### config.mk
export PLATFORM = sky130hd
export DESIGN_NAME = fdce_shift_bank
export DESIGN_NICKNAME = d
export VERILOG_FILES = /design/src/rtl/fdce_shift_bank.sv
export SDC_FILE = /design/constraint.sdc
export NUM_CORES = 1
export LEC_CHECK = 0
export ABC_AREA = 1
export BUFFER_PORTS_ARGS = -buffer_cell sky130_fd_sc_hd__buf_2
export CAP_MARGIN = 0
export CORE_AREA = 8 8 45 47
export CTS_CLUSTER_SIZE = 10
export DETAILED_ROUTE_END_ITERATION = 8
export DIE_AREA = 0 0 53 55
export PLACE_DENSITY_LB_ADDON = 0.2
export REMOVE_ABC_BUFFERS = 1
export SYNTH_ARGS = -nofsm -noshare
export SYNTH_HDL_FRONTEND = slang
export SYNTH_SLANG_ARGS = --single-unit
### constraint.sdc
create_clock -name C -period 3.3 [get_ports C]
set_input_delay 0.99 -clock C [delete_from_list [all_inputs] [get_ports C]]
set_output_delay 0.99 -clock C [all_outputs]
set_load 0.03 [all_outputs]
### src/rtl/fdce_shift_bank.sv
// WIDTH x DEPTH flop bank with clock enable, synchronous clear and valid tracking.
// Modes: shift delay line, hold, Johnson toggle, broadcast load.
module fdce_shift_bank #(
   parameter int WIDTH = 1,
   parameter int DEPTH = 4,
   parameter logic [WIDTH-1:0] INIT = '0,
   localparam int SW = (DEPTH > 1) ? $clog2(DEPTH) : 1,
   localparam int FW = $clog2(DEPTH + 1)
) (
   input  logic             C,
   input  logic             CLR,
   input  logic             CE,
   input  logic [1:0]       MODE,
   input  logic [WIDTH-1:0] D,
   input  logic             DV,
   output logic [WIDTH-1:0] Q,
   output logic             QV,
   input  logic [SW-1:0]    TAP_SEL,
   output logic [WIDTH-1:0] TAP,
   output logic [FW-1:0]    FILL,
   output logic             FULL
);

   typedef enum logic [1:0] {
      M_SHIFT  = 2'b00,
      M_HOLD   = 2'b01,
      M_TOGGLE = 2'b10,
      M_LOAD   = 2'b11
   } mode_t;

   logic [WIDTH-1:0] s [DEPTH];
   logic [DEPTH-1:0] v;

   always_ff @(posedge C) begin
      if (CLR) begin
         for (int i = 0; i < DEPTH; i++) s[i] <= INIT;
         v <= '0;
      end else if (CE) begin
         unique case (mode_t'(MODE))
            M_SHIFT: begin
               s[0] <= D;
               v[0] <= DV;
               for (int i = 1; i < DEPTH; i++) begin
                  s[i] <= s[i-1];
                  v[i] <= v[i-1];
               end
            end
            // Inverted feedback from the last stage forms a Johnson ring.
            M_TOGGLE: begin
               s[0] <= ~s[DEPTH-1];
               v[0] <= 1'b1;
               for (int i = 1; i < DEPTH; i++) begin
                  s[i] <= s[i-1];
                  v[i] <= v[i-1];
               end
            end
            M_LOAD: begin
               for (int i = 0; i < DEPTH; i++) s[i] <= D;
               v <= {DEPTH{DV}};
            end
            default: ;
         endcase
      end
   end

   assign Q  = s[DEPTH-1];
   assign QV = v[DEPTH-1];

   always_comb begin
      FILL = '0;
      for (int i = 0; i < DEPTH; i++) FILL = FILL + FW'(v[i]);
   end

   assign FULL = (FILL == FW'(DEPTH));

   // Out-of-range selects fall through to zero.
   always_comb begin
      TAP = '0;
      for (int i = 0; i < DEPTH; i++)
         if (TAP_SEL == SW'(i)) TAP = s[i];
   end

endmodule

==> results of run 1 <==
## sequential cells by signal, indices dropped and copies added (netlist names)
register,flops
s,4
v,4
## cells in the mapped netlist
library cell,count,share of area
sky130_fd_sc_hd__clkinv_2,1,0.0091
sky130_fd_sc_hd__nand2_2,3,0.034
sky130_fd_sc_hd__nor2_1,9,0.062
sky130_fd_sc_hd__a21oi_1,3,0.027
sky130_fd_sc_hd__edfxtp_1,4,0.22
sky130_fd_sc_hd__nand2_1,19,0.13
sky130_fd_sc_hd__inv_1,8,0.055
sky130_fd_sc_hd__fa_1,1,0.037
sky130_fd_sc_hd__o21ai_0,3,0.027
sky130_fd_sc_hd__nand4_1,1,0.011
sky130_fd_sc_hd__nor2_4,2,0.041
sky130_fd_sc_hd__nand3_1,6,0.055
sky130_fd_sc_hd__ha_1,2,0.046
sky130_fd_sc_hd__o21ai_1,1,0.0091
sky130_fd_sc_hd__nand3_4,1,0.032
sky130_fd_sc_hd__nor3b_1,1,0.014
sky130_fd_sc_hd__inv_2,4,0.027
sky130_fd_sc_hd__nand3_2,1,0.018
sky130_fd_sc_hd__dfxtp_1,4,0.15
## worst max-delay path: stages, from the launching register on
cell,delay [ps]
sky130_fd_sc_hd__dfxtp_1,350
sky130_fd_sc_hd__inv_1,70
sky130_fd_sc_hd__fa_1,530
sky130_fd_sc_hd__inv_1,40
sky130_fd_sc_hd__ha_1,170
sky130_fd_sc_hd__ha_1,280
sky130_fd_sc_hd__nor3b_1,180
sky130_fd_sc_hd__buf_2,220
## cells in the final DEF, fill, tap and decap left out, drive strengths merged
| master | n |
|---|---|
| a21oi | 3 |
| buf | 15 |
| clkbuf | 4 |
| clkinv | 1 |
| dfxtp | 4 |
| edfxtp | 4 |
| fa | 1 |
| ha | 2 |
| inv | 12 |
| nand2 | 22 |
| nand3 | 8 |
| nand4 | 1 |
| nor2 | 11 |
| nor3b | 1 |
| o21ai | 4 |
## per-stage QoR
stage	setup TNS, ps	hold slack, ps	cells	setup WS [ps]
floorplan	-233.9	455.3	74	-233.9
finish	0	488.0	109	188.4
global route	0	511.2	109	46.02
CTS	0	491.1	109	149.9
detailed placement	0	483.6	105	443.8
global placement	0	475.3	105	524.1
## layout make-up
| cell class | count | area, um2 |
|---|---|---|
| Inverter | 13 | 50.05 |
| Timing Repair Buffer | 15 | 75.07 |
| Fill cell | 147 | 714.4 |
| Tap cell | 16 | 20.02 |
| Multi-Input combinational cell | 53 | 297.8 |
| Clock buffer | 4 | 26.28 |
| Sequential cell | 8 | 200.2 |
## worst paths after layout
| check | cells past startpoint | start | endpoint | slack (ps) |
|---|---|---|---|---|
| min reg2reg | 2 | v[1] | v[1] | 490 |
| min | 2 | v[1] | v[1] | 490 |
| max | 7 | v[3] | FULL | 190 |
| max reg2reg | 4 | s[2] | s[3] | 2320 |
## cell families (layout without fill, tap and decap cells)
family	Yosys count	in the layout	share of synthesized area
fa+ha+maj	3	3	0.08219
compound gates	7	7	0.06390
flops	8	8	0.3653
buf+inv	13	32	0.09131
simple gates	43	43	0.3973
## power by group through the flow
stage                     registers, mW  logic [mW]  clock network, mW
after floorplan                   0.123      0.0533                  0
after global placement            0.120      0.0771                  0
after detailed placement          0.121      0.0785                  0
after CTS                         0.119      0.0789             0.0900
after global routing              0.119      0.0891             0.0936
final                             0.119      0.0777             0.0894
## metal layers
| metal | global-route usage | vias up | part of all wire |
|---|---|---|---|
| met1 | 0.09385 | 225 | 0.44 |
| met5 | 0 | - | 0 |
| met2 | 0.1836 | 12 | 0.47 |
| met3 | 0.03476 | 5 | 0.057 |
| met4 | 0.07759 | 0 | 0.034 |
| li1 | - | 272 | - |
==> results.toml, run 1 <==
[outcome]
outcome = "completed"

[placed_design]
place.detailed.hpwl_um = 979.9
placement.cell_area_um2 = 643.1
portBuffers = 15
finalWeightedCongestion = 0.7786

[sta]
skew_ps = 11.27
tcrit_tclk_final = 0.9429
final_max_slew_viol_count = 0
clock.fmax_mhz = 321.4
worst_slew_pin_slew_ps = 184.5
setup_violations = 0
grt_setup_unrepaired = "false"
slew_headroom = 0.8766
post-route-min-period_ps = 3112
hold_viol_final = 0

[grt]
grt_antenna_before_repair = 0
grtUsageTotal = 0.1021
grt_pass1_vias = 539
overflow_left_after_global_routing = 0
first_pass_grt_wire_length_mm = 2.145
grt_max_degree = 10

[synthesis]
postSynthRegisterBits = 8
yosys.cell_types.count = 19
mappedNetlistArea_um2 = 548.0
post_synthesis_area_per_instance_um2 = 7.406
synth_cells = 74
synth_seq_area_share = 0.3653
synth-warning-count = 0

[cts]
postCtsHoldBufs = 0
cts_buffers = 3
clkSinkCount = 8
cts_tree = "built"
postCtsSetupRepairBufs = 0
htree_depth = 1
cts.clk_slew.worst_paths_ps = 60
clk_root_buffer_cell = "sky130_fd_sc_hd__clkbuf_4"
clock_insertion_delay_worst_skew_ps = 270
cts.repair.resized = 0
cts-root-to-sink-buffers = 2

[worst_setup_path]
critPathLaunchType = "register"
endpoint_kind = "primary output"
crit_type = "reg -> out"
data_arrival_time_of_the_worst_path_ps = 2120
required_ps = 2310
crit_fanout = 3

[drt]
num_vias = 514
vias_per_cell = 4.716
drt_pre_antenna_iters = 3
drt-wirelength-per-cell_um = 11.41
drt.antenna.violating_nets = 0
remaining_drc_errors = 0
route.final.wire_length_mm = 1.244
dr.first_iter.drc_count = 11

[floorplanning]
core_area_um2 = 1384
die_extent_in_y_um = 55
die-width_um = 53
dieArea_um2 = 2915
placement_rows = 14
io-pin-count = 16
initial_core_util = 0.3960

[final_layout]
final_nets = 106
design_area_um2 = 669.4
flow.area_growth_from_synthesis_pct = 22.15
diodes = 0
fin_util = 0.4837
fraction_of_layout_cells_with_a_size_suffix_above_1 = 0.3226

[pwr]
seq_power_share = 0.415
cell_internal_power_mw = 0.1843
power_switching_share = 0.3549
power.static_leakage_nw = 0.3604
totalPowerFinal_mw = 0.2857
power.density_cell_area_nw_per_um2 = 426.7
combPwrFrac = 0.272
irDropWorstVdd_v = 0.0001924
share_clk_of_total_power = 0.313
power.net_switching_mw = 0.1014

[flow_run]
reported_max_cap_violation_count = 0

[hold_path]
min-delay-path-class = "reg -> reg"
Power figures use the tool's default switching activity.
==> run 2, diff against run 1 <==
Settings changed: CTS_BUF_LIST from default to sky130_fd_sc_hd__clkbuf_8.
==> run 2 against run 1 <==
Net effect:
- setup slack improved by 28 ps
- clock skew decreased by 2.5 ps
- non-clock buffer count unchanged
- register-to-register slack about the same
- sequential share of layout area decreased by 0.82 points
- sequential power about the same
- sequential cell count unchanged
- clock power increased by 43%
- power increased by 14%
- clock-buffer cell count decreased by 1
- highest routed layer unchanged
==> results.toml, run 2 (synthesis gave the netlist of run 1 again) <==
[outcome]
outcome = "completed"

[cts]
cts.clk_slew.worst_paths_ps = 40
cts.repair.resized = 0
cts_buffers = 3
cts_tree = "built"
cts-root-to-sink-buffers = 2
clk_root_buffer_cell = "sky130_fd_sc_hd__clkbuf_8"
clock_insertion_delay_worst_skew_ps = 240
clkSinkCount = 8
postCtsHoldBufs = 0
postCtsSetupRepairBufs = 0
htree_depth = 1

[sta]
finalHoldWorstSlack_ps = 485.4
grt_setup_unrepaired = "false"
tcrit_tclk_final = 0.9343
final_max_slew_viol_count = 0
setup_violations = 0
fin_ws_ps = 216.7
fin_tns_setup_ps = 0
worst_slew_pin_slew_ps = 184.3
skew_ps = 8.746
slew_headroom = 0.8767
post-route-min-period_ps = 3083
clock.fmax_mhz = 324.3
hold_viol_final = 0

[drt]
drt-wirelength-per-cell_um = 11.41
remaining_drc_errors = 0
vias_per_cell = 4.881
drt.antenna.violating_nets = 0
route.final.wire_length_mm = 1.244
drt_pre_antenna_iters = 5
dr.first_iter.drc_count = 9
num_vias = 532

[pwr]
power.density_cell_area_nw_per_um2 = 473.2
irDropWorstVdd_v = 0.0001999
power.static_leakage_nw = 0.3723

[placed_design]
placement.cell_area_um2 = 643.1
place.detailed.hpwl_um = 979.9
dp_worst_setup_slack_ps = 443.8
portBuffers = 15
finalWeightedCongestion = 0.7786

[floorplanning]
initial_core_util = 0.3960
core_area_um2 = 1384
die-width_um = 53
io-pin-count = 16
dieArea_um2 = 2915
die_extent_in_y_um = 55
placement_rows = 14

[worst_setup_path]
crit_fanout = 3
cells_traversed_along_the_worst_timing_path = "inv_1, fa_1, inv_1, ha_1, ha_1, nor3b_1, buf_2"
data_arrival_time_of_the_worst_path_ps = 2090
timing.critical_path.slowest_stage_cell = "sky130_fd_sc_hd__fa_1"
crit_type = "reg -> out"
worst_path_largest_cell_delay_ps = 540
critPathLaunchType = "register"
required_ps = 2310
endpoint_kind = "primary output"

[final_layout]
flow.area_growth_from_synthesis_pct = 25.57
filler_cell_count = 142
fraction_of_layout_cells_with_a_size_suffix_above_1 = 0.3226
commonest_non_fill_non_tap_cell_in_the_layout = "sky130_fd_sc_hd__nand2_1"
biggestRegsByFlops = "s x4, v x4"
layout_common_cells = "sky130_fd_sc_hd__nand2_1, sky130_fd_sc_hd__buf_2, sky130_fd_sc_hd__inv_1, sky130_fd_sc_hd__nor2_1, sky130_fd_sc_hd__nand3_1"
design_area_um2 = 688.2
final_nets = 106
diodes = 0

[flow_run]
reported_max_cap_violation_count = 0

[grt]
use_met2 = 0.1758
grt.met3_usage = 0.03476
grt_max_degree = 10
grt_antenna_before_repair = 0
first_pass_grt_wire_length_mm = 2.111
most_crowded_layer_after_global_routing = "met2"
grtUsageTotal = 0.1004
overflow_left_after_global_routing = 0
grt.met1_usage = 0.09538
grt_pass1_vias = 528

[hold_path]
min-delay-path-class = "reg -> reg"
-- run 2: layer usage --
metal | vias to the layer above | routed length (um) | part of all wire
met5 | - | 0 | 0
met4 | 0 | 34 | 0.027
met3 | 3 | 89 | 0.072
met2 | 20 | 580 | 0.47
met1 | 237 | 540 | 0.43
li1 | 272 | - | -
-- run 2: final cells by class --
cell class	count	area, um2	share of cell area
Timing Repair Buffer	15	75.07	0.1091
Inverter	13	50.05	0.07273
Tap cell	16	20.02	0.02909
Multi-Input combinational cell	53	297.8	0.4327
Clock buffer	3	41.29	0.06000
Sequential cell	8	200.2	0.2909
Clock inverter	1	3.754	0.005455
-- run 2: critical path, delay by kind of cell, from the launching register on --
kind          cells  cell delay [ps]
flops             1              350
simple gates      1              180
buf+inv           3              330
fa+ha+maj         3              990
-- run 2: final timing paths --
kind	from	endpoint	slack (ps)	depth (start not counted)
setup / recovery	v[3]	FULL	220	7
hold / removal	v[1]	v[1]	490	2
setup reg to reg	s[2]	s[3]	2320	4
hold reg to reg	v[1]	v[1]	490	2
-- run 2: report_power, final --
| group | switching [mW] | internal [mW] | total [mW] |
|---|---|---|---|
| logic | 0.0533 | 0.0249 | 0.0782 |
| clock network | 0.0471 | 0.0813 | 0.128 |
| registers | 0.00595 | 0.113 | 0.119 |
-- run 2: stage by stage --
stage / util / cells / total power [mW]
3_5_place_dp: 0.4647 / 105 / 0.1994
2_1_floorplan: - / 74 / 0.1760
3_3_place_gp: 0.4647 / 105 / 0.1973
4_1_cts: 0.4973 / 109 / 0.3273
6_report: 0.4973 / 109 / 0.3256
5_1_grt: 0.4973 / 109 / 0.3405
